**config.mk**
```make
export PLATFORM = sky130hd
export DESIGN_NAME = uart_rx
export DESIGN_NICKNAME = d
export VERILOG_FILES = /design/src/rtl/uart_rx.sv
export SDC_FILE = /design/constraint.sdc
export NUM_CORES = 1
export LEC_CHECK = 0
export ABC_AREA = 1
export BUFFER_PORTS_ARGS = -buffer_cell sky130_fd_sc_hd__buf_2
export CAP_MARGIN = 20
export CORE_MARGIN = 2
export CORE_UTILIZATION = 45
export DETAILED_ROUTE_END_ITERATION = 6
export PLACE_DENSITY_LB_ADDON = 0.12
export SLEW_MARGIN = 20
export SYNTH_ARGS = -nofsm -noshare
export SYNTH_HDL_FRONTEND = slang
export SYNTH_SLANG_ARGS = --single-unit
```
**constraint.sdc**
```tcl
create_clock -name CLK -period 1.39 [get_ports CLK]
set_input_delay 0.0695 -clock CLK [delete_from_list [all_inputs] [get_ports CLK]]
set_output_delay 0.0695 -clock CLK [all_outputs]
set_load 0.01 [all_outputs]
```
**src/rtl/uart_rx.sv**
```systemverilog
// uart_rx -- serial-to-parallel UART receiver.
//
// Frame: idle-high line, one start bit, DATA_WIDTH data bits LSB-first,
// optional even/odd parity bit, one stop bit. CLK runs at PRESCALE x baud.
// Each bit is decided by a 3-sample majority vote around mid-bit.
//
// Ports:
//   CLK        in   clock, PRESCALE x baud
//   RST        in   synchronous active-high reset
//   RX_IN      in   asynchronous serial line, idle high
//   PAR_EN     in   1 = parity bit present (latched at start of frame)
//   PAR_TYP    in   0 = even, 1 = odd parity (latched at start of frame)
//   P_DATA     out  data of the last good frame, held between good frames
//   DATA_VALID out  one-cycle pulse when P_DATA is updated
//   PAR_ERR    out  one-cycle pulse on parity mismatch
//   STP_ERR    out  one-cycle pulse when the stop bit is sampled 0
//   BUSY       out  high while a frame (or post-break wait) is in progress
module uart_rx #(
  parameter int DATA_WIDTH = 8,
  parameter int PRESCALE   = 8
) (
  input  logic                  CLK,
  input  logic                  RST,
  input  logic                  RX_IN,
  input  logic                  PAR_EN,
  input  logic                  PAR_TYP,
  output logic [DATA_WIDTH-1:0] P_DATA,
  output logic                  DATA_VALID,
  output logic                  PAR_ERR,
  output logic                  STP_ERR,
  output logic                  BUSY
);

  localparam int EW = $clog2(PRESCALE);
  localparam int BW = $clog2(DATA_WIDTH);

  // Sample points within a bit; the vote is taken on the third one.
  localparam logic [EW-1:0] E_S0   = EW'(PRESCALE/2 - 1);
  localparam logic [EW-1:0] E_S1   = EW'(PRESCALE/2);
  localparam logic [EW-1:0] E_DEC  = EW'(PRESCALE/2 + 1);
  localparam logic [EW-1:0] E_LAST = EW'(PRESCALE - 1);
  localparam logic [BW-1:0] B_LAST = BW'(DATA_WIDTH - 1);

  localparam logic [2:0] ST_IDLE   = 3'd0;
  localparam logic [2:0] ST_START  = 3'd1;
  localparam logic [2:0] ST_DATA   = 3'd2;
  localparam logic [2:0] ST_PARITY = 3'd3;
  localparam logic [2:0] ST_STOP   = 3'd4;
  localparam logic [2:0] ST_WAIT   = 3'd5;

  logic [1:0]            sync_q, sync_d;
  logic [2:0]            state_q, state_d;
  logic [EW-1:0]         edge_q, edge_d;
  logic [BW-1:0]         bit_q, bit_d;
  logic [1:0]            smp_q, smp_d;
  logic [DATA_WIDTH-1:0] data_q, data_d;
  logic                  pen_q, pen_d;
  logic                  ptyp_q, ptyp_d;
  logic                  mism_q, mism_d;
  logic [DATA_WIDTH-1:0] pdata_q, pdata_d;
  logic                  dv_q, dv_d;
  logic                  pe_q, pe_d;
  logic                  se_q, se_d;

  logic rx_s;
  logic bit_val;
  logic in_bit;

  assign rx_s = sync_q[1];

  // Majority of the two stored samples and the live third sample; only
  // meaningful in the cycle where edge_q == E_DEC.
  assign bit_val = (smp_q[0] & smp_q[1]) | (smp_q[0] & rx_s) | (smp_q[1] & rx_s);

  // States that walk through bit periods and therefore run edge_cnt.
  assign in_bit = (state_q == ST_START) || (state_q == ST_DATA) ||
                  (state_q == ST_PARITY) || (state_q == ST_STOP);

  always_comb begin
    sync_d  = {sync_q[0], RX_IN};
    state_d = state_q;
    edge_d  = edge_q;
    bit_d   = bit_q;
    smp_d   = smp_q;
    data_d  = data_q;
    pen_d   = pen_q;
    ptyp_d  = ptyp_q;
    mism_d  = mism_q;
    pdata_d = pdata_q;
    dv_d    = 1'b0;
    pe_d    = 1'b0;
    se_d    = 1'b0;

    if (in_bit) begin
      edge_d = (edge_q == E_LAST) ? '0 : edge_q + EW'(1);
      if (edge_q == E_S0) smp_d[0] = rx_s;
      if (edge_q == E_S1) smp_d[1] = rx_s;
    end

    case (state_q)
      ST_IDLE: begin
        edge_d = '0;
        bit_d  = '0;
        if (!rx_s) begin
          state_d = ST_START;
          pen_d   = PAR_EN;
          ptyp_d  = PAR_TYP;
          mism_d  = 1'b0;
        end
      end
      ST_START: begin
        if (edge_q == E_DEC && bit_val) begin
          // Start bit did not hold low through mid-bit: treat as a glitch.
          state_d = ST_IDLE;
          edge_d  = '0;
        end else if (edge_q == E_LAST) begin
          state_d = ST_DATA;
        end
      end
      ST_DATA: begin
        if (edge_q == E_DEC) data_d = {bit_val, data_q[DATA_WIDTH-1:1]};
        if (edge_q == E_LAST) begin
          if (bit_q == B_LAST) begin
            bit_d   = '0;
            state_d = pen_q ? ST_PARITY : ST_STOP;
          end else begin
            bit_d = bit_q + BW'(1);
          end
        end
      end
      ST_PARITY: begin
        if (edge_q == E_DEC) mism_d = (bit_val != ((^data_q) ^ ptyp_q));
        if (edge_q == E_LAST) state_d = ST_STOP;
      end
      ST_STOP: begin
        // Leave mid-stop-bit so a start edge right after the nominal stop
        // bit is caught in IDLE.
        if (edge_q == E_DEC) begin
          edge_d = '0;
          if (bit_val) begin
            state_d = ST_IDLE;
            if (mism_q) begin
              pe_d = 1'b1;
            end else begin
              dv_d    = 1'b1;
              pdata_d = data_q;
            end
          end else begin
            state_d = ST_WAIT;
            se_d    = 1'b1;
            pe_d    = mism_q;
          end
        end
      end
      ST_WAIT: begin
        // A break holds the line low; only a return to high re-arms IDLE.
        edge_d = '0;
        if (rx_s) state_d = ST_IDLE;
      end
      default: begin
        state_d = ST_IDLE;
        edge_d  = '0;
      end
    endcase
  end

  always_ff @(posedge CLK) begin
    if (RST) begin
      sync_q  <= 2'b11;
      state_q <= ST_IDLE;
      edge_q  <= '0;
      bit_q   <= '0;
      smp_q   <= '0;
      data_q  <= '0;
      pen_q   <= 1'b0;
      ptyp_q  <= 1'b0;
      mism_q  <= 1'b0;
      pdata_q <= '0;
      dv_q    <= 1'b0;
      pe_q    <= 1'b0;
      se_q    <= 1'b0;
    end else begin
      sync_q  <= sync_d;
      state_q <= state_d;
      edge_q  <= edge_d;
      bit_q   <= bit_d;
      smp_q   <= smp_d;
      data_q  <= data_d;
      pen_q   <= pen_d;
      ptyp_q  <= ptyp_d;
      mism_q  <= mism_d;
      pdata_q <= pdata_d;
      dv_q    <= dv_d;
      pe_q    <= pe_d;
      se_q    <= se_d;
    end
  end

  assign P_DATA     = pdata_q;
  assign DATA_VALID = dv_q;
  assign PAR_ERR    = pe_q;
  assign STP_ERR    = se_q;
  assign BUSY       = (state_q != ST_IDLE);

endmodule

```
==> metrics.cfg, run 1 <==
[power_and_ir_drop]
swShare_pct = 33.7
peakVddDrop_mv = 0.734
p_switching_uw = 980
p_int_uw = 1930
power_leakage_uw = 0.00106
combPwrFrac_pct = 32.3
seqPwrFrac_pct = 40.1
powerDensity_nw_per_um2 = 1280
power.total_uw = 2910
pwr-share-clk_pct = 27.6

[drt]
first_pass_iters = 4
drc = 0
postRouteAntennaNets = 0
drt-total-wl_mm = 3.66
via_per_inst = 4.79
num_vias = 1566
routedWlPerCell_um = 11.2
drtIter0Drc = 67

[worst_setup_path]
cp-end-kind = flop
worstPathArrival_ns = 1.63
rrSetupSlack_ns = -0.06
crit_type = flop to flop
cp_data_required_time_ns = 1.57
reg2reg_to = P_DATA[5]
rr_startpoint = edge_q[1]
start_kind = flop
r2r_cells = 9
path_max_fanout = 8

[timing]
maxSlewHeadroom_pct = 84.4
post-route-period-util_pct = 104
finalWorstSetupSlack_ns = -0.0577
setup-tns-final_ns = -0.516
slew_violations = 0
min_period_ns = 1.45
setup_viol = 13
fmax_mhz = 691
rsz0062_at_grt = yes
hold_viol = 0
finalClockSkew_ns = 0.00497
tightest_slew_ns = 0.232

[placed_design]
hpwl_mm = 2.39
gp_congestion = 0.824
placed_cells = 311
port_buffers = 16
placed_cell_area_um2 = 1940

[run_status]
violations = setup timing
status = finished with violations

[layout]
diodes = 0
fin_area_um2 = 2280
nets = 290
multiInputGateArea_um2 = 945
stdcell_count = 327
area_growth_syn_to_layout_pct = 35.2
final_cell_mix = nand2_1 (46), dfxtp_1 (31), inv_1 (31)
drive_above_1_share_pct = 33.7
final_common_cell = nand2_1
seqCellArea_um2 = 706
nFillCells = 322

[synthesis]
synth.distinct_cells = 28
avgSynthCellArea_um2 = 7.19
syn_nets = 246
netlist.area_leader.share_pct = 41.6
synth-seq-cells = 35
synth_area_um2 = 1680
synth_cells = 234
yosys-top-cells-area = dfxtp_1 (42%), nand2_1 (12%), inv_1 (7.4%)
yosys.area.top_type = dfxtp_1
yosysWarnings = 0
yosysSeqAreaShare_pct = 41.6

[floorplanning]
start_util_pct = 46.3
io_pins = 17
die_h_um = 65.2
core_um2 = 3630
die-area_um2 = 4250
num_rows = 22
die_x_um = 65.2

[clock_tree]
cts-root-buf = clkbuf_8
cts.sinks = 35
numCtsBuffers = 5
cts_tree = yes
cts_max_path_buffers = 2
htreeDepth = 2
cts.clk_slew.worst_paths_ns = 0.07
clk_latency_ns = 0.28

[hold_path]
whs_path_depth = 3
hold_end = pen_q
min_from = PAR_EN
min_path_type = primary input to flop

[global_routing]
grt_max_degree = 23
grt_pass1_vias = 1364
grt_overflow = 0
antenna_found_initial = 0
track_usage_pct = 17.9
grt_first_pass_wirelength_mm = 5.88

[run]
maxCapViolCount = 0

==> final cells by class <==
| type | count | area share (%) |
|---|---|---|
| well taps | 48 | 2.64 |
| inverters | 35 | 5.88 |
| multi-input cells | 159 | 41.5 |
| flip-flops and latches | 35 | 31.0 |
| clock buffers | 8 | 4.40 |
| repair buffers | 42 | 14.6 |
==> routing by layer <==
metal  track usage (%)  vias to the layer above  share of wire (%)
met2              26.8                       16                 45
met1              24.1                      706                 50
met3              5.14                        7                3.3
met4              7.81                        0                1.4
li1                  -                      837                  -
met5                 0                        -                  0
==> cells in the mapped netlist <==
| library cell | number |
|---|---|
| buf_6 | 1 |
| o21a_1 | 1 |
| o211ai_1 | 1 |
| nor3_4 | 1 |
| nor4_1 | 1 |
| inv_1 | 33 |
| nand4_1 | 1 |
| a21oi_1 | 21 |
| nor2_2 | 1 |
| inv_2 | 2 |
| nand2_1 | 52 |
| o21ai_1 | 1 |
| nor3_1 | 4 |
| o21ai_2 | 2 |
| nand2_4 | 1 |
| a21oi_2 | 2 |
| ha_1 | 7 |
| nand3_2 | 1 |
| nand2_2 | 4 |
| clkbuf_1 | 3 |
| dfxtp_1 | 35 |
| nand3_1 | 10 |
| o21ai_0 | 24 |
| or2_2 | 2 |
| nor2_1 | 20 |
| buf_4 | 1 |
| a211oi_1 | 1 |
| nor2_4 | 1 |
==> per-stage QoR <==
| step | hold slack, ns | utilization, % | setup slack, ns |
|---|---|---|---|
| final | 0.00857 | 62.6 | -0.0577 |
| after global routing | 0.0420 | 62.6 | -0.144 |
| after CTS | 0.00917 | 58.0 | -0.00577 |
| after detailed placement | 0.258 | 53.4 | -0.0443 |
| after global placement | 0.252 | 53.4 | -0.0210 |
| after floorplan | 0.173 | - | 0.0201 |
==> kinds of logic (layout without fill, tap and decap cells) <==
group,Yosys count,after routing,synth area share (%)
flip-flops,35,35,41.6
AO/OA/AOI/OAI,53,53,17.1
AND/OR/NAND/NOR,99,99,26.5
adder cells (fa/ha/maj),7,7,5.20
buffers and inverters,40,85,9.59
==> critical path: stages (launching register included) <==
cell and delay, ns:
dfxtp_2 0.33, inv_2 0.09, ha_4 0.14, nand2_4 0.06, inv_4 0.08, nand2_4 0.06, nor3_4 0.23, buf_6 0.14
clkbuf_16 0.15, a21oi_1 0.06
==> registers in the layout, indices dropped and copies added (netlist names), 2 cells and up <==
| register | count |
|---|---|
| data_q | 8 |
| state_q | 3 |
| smp_q | 2 |
| sync_q | 2 |
| edge_q | 3 |
| bit_q | 3 |
| P_DATA | 8 |
==> power by group through the flow <==
stage,combinational [uW],sequential [uW],clock (uW)
2_1_floorplan,505,1160,0
3_3_place_gp,741,1170,0
3_5_place_dp,739,1170,0
4_1_cts,791,1160,823
5_1_grt,1060,1170,868
6_report,940,1160,803
==> worst max-delay path by stage <==
stage,start,to,depth (start not counted)
floorplan,edge_q[0],state_q[1],10
global placement,edge_q[1],state_q[1],10
detailed placement,edge_q[1],state_q[1],10
CTS,edge_q[1],state_q[1],10
global route,edge_q[1],state_q[0],11
finish,edge_q[1],P_DATA[5],9
==> what timing repair did <==
action | CTS | global route
endpoints found under the hold margin | 1 | 0
hold buffers | 1 | 0
pin swaps | 3 | 13
setup endpoints to repair | 16 | 27
gates resized for setup | 17 | 35
cloned | 0 | 1
setup buffers | 1 | 5
Note: power is estimated with default switching activity, not from simulation.
==> run 2: changes to the inputs <==
--- a/config.mk
+++ b/config.mk
@@ -12,6 +12,7 @@
 export CORE_UTILIZATION = 45
 export DETAILED_ROUTE_END_ITERATION = 6
 export PLACE_DENSITY_LB_ADDON = 0.12
+export RECOVER_POWER = 25
 export SLEW_MARGIN = 20
 export SYNTH_ARGS = -nofsm -noshare
 export SYNTH_HDL_FRONTEND = slang
==> metrics.cfg, run 2 (synthesis results as in run 1) <==
[clock_tree]
numCtsBuffers = 5
clk_latency_ns = 0.28
cts-root-buf = clkbuf_8
cts_max_path_buffers = 2
cts.sinks = 35
cts_tree = yes
cts.clk_slew.worst_paths_ns = 0.07
htreeDepth = 2

[run]
maxCapViolCount = 0

[layout]
diodes = 0
drive_above_1_share_pct = 32.3
nFillCells = 325
stdcell_count = 327
nets = 290
final_common_cell = nand2_1
area_growth_syn_to_layout_pct = 34.9
final_core_util_pct = 62.5
seqCellArea_um2 = 706
final_cell_mix = nand2_1 (46), dfxtp_1 (31), inv_1 (31)
multiInputGateArea_um2 = 945

[worst_setup_path]
cpMaxStageDelayCell = dfxtp_2
rr_startpoint = edge_q[1]
path_max_fanout = 8
cp_data_required_time_ns = 1.57
reg2reg_to = P_DATA[5]
critPathTopFamily = buffers and inverters
cp-end-kind = flop
critPathMaxStageDelay_ns = 0.33
path_cells = inv_2, ha_4, nand2_4, inv_4, nand2_4, nor3_4, buf_6, clkbuf_16, a21oi_1
crit_type = flop to flop
path_buf_inv = 4
rrSetupSlack_ns = -0.06
cpMostUsedCell = nand2_4
r2r_cells = 9
start_kind = flop
worstPathArrival_ns = 1.63

[drt]
drc = 0
drt-total-wl_mm = 3.67
via_per_inst = 4.79
first_pass_iters = 4
drtIter0Drc = 67
num_vias = 1565
routedWlPerCell_um = 11.2
postRouteAntennaNets = 0

[power_and_ir_drop]
powerDensity_nw_per_um2 = 1280
peakVddDrop_mv = 0.734
power_leakage_uw = 0.00104

[floorplanning]
num_rows = 22
die_x_um = 65.2
die_h_um = 65.2
core_um2 = 3630
io_pins = 17
die-area_um2 = 4250
start_util_pct = 46.3

[timing]
hold_viol = 0
maxSlewHeadroom_pct = 84.4
setup-tns-final_ns = -0.523
tightest_slew_ns = 0.232
rsz0062_at_grt = yes
min_period_ns = 1.45
finalClockSkew_ns = 0.00398
finalWorstSetupSlack_ns = -0.0598
fmax_mhz = 690
hold_ws_ns = 0.00891
setup_viol = 13
post-route-period-util_pct = 104
slew_violations = 0

[placed_design]
gp_congestion = 0.824
hpwl_mm = 2.39
port_buffers = 16
dpl_worst_slack_ns = -0.0443
placed_cells = 311

[global_routing]
grt_first_pass_wirelength_mm = 5.88
track_usage_pct = 17.9
grt_pass1_vias = 1364
antenna_found_initial = 0
grt_max_degree = 23
grt_overflow = 0

[run_status]
violations = setup timing
status = finished with violations

[hold_path]
hold_end = pen_q
whs_path_depth = 3
min_path_type = primary input to flop
min_from = PAR_EN

-- run 2: changes by cell type in the layout (fill, tap and decap cells not counted), sizes merged --
cell / delta
buf: -4
clkbuf: +4
-- run 2: worst max-delay path by stage --
stage	from	to	slack, ns	depth (start not counted)
4_1_cts	edge_q[1]	state_q[1]	-0.006	10
2_1_floorplan	edge_q[0]	state_q[1]	0.02	10
3_3_place_gp	edge_q[1]	state_q[1]	-0.02	10
5_1_grt	edge_q[1]	state_q[0]	-0.14	11
6_report	edge_q[1]	P_DATA[5]	-0.06	9
3_5_place_dp	edge_q[1]	state_q[1]	-0.04	10
-- run 2: power breakdown --
part	switching (uW)	total (uW)	internal, uW
registers	72.8	1160	1090
logic	557	941	384
clock network	349	801	452
total	979	2910	1930
-- run 2: cell type report --
class	count	share of cell area (%)
timing repair buffer	42	14.4
tap	48	2.64
clock buffer	8	4.41
multi-input combinational	159	41.6
inverter	35	5.90
sequential	35	31.1
-- run 2: worst register-to-register path: stages (launching register included) --
cell       delay, ns
dfxtp_2         0.33
inv_2           0.09
ha_4            0.14
nand2_4         0.06
inv_4           0.08
nand2_4         0.06
nor3_4          0.23
buf_6           0.14
clkbuf_16       0.15
a21oi_1         0.06
-- run 2: layer usage --
metal | routed length, um | part of all wire [%] | GRT usage (%)
met1 | 1850 | 50 | 24.1
met2 | 1620 | 44 | 26.8
met3 | 138 | 3.8 | 5.14
met4 | 52 | 1.4 | 7.81
met5 | 0 | 0 | 0
-- run 2: metrics by stage --
step / area [um2] / total power (uW)
after CTS: 2110 / 2770
after floorplan: 1680 / 1660
after global placement: 1940 / 1910
after global routing: 2270 / 3100
after detailed placement: 1940 / 1910
final: 2270 / 2910
-- run 2: repair_timing --
item	CTS	global route
buffers inserted	1	5
resized for setup	17	35
pin swaps	3	13
cloned	0	1
setup endpoints to repair	16	27
hold buffers	1	0
hold endpoints to repair	1	0
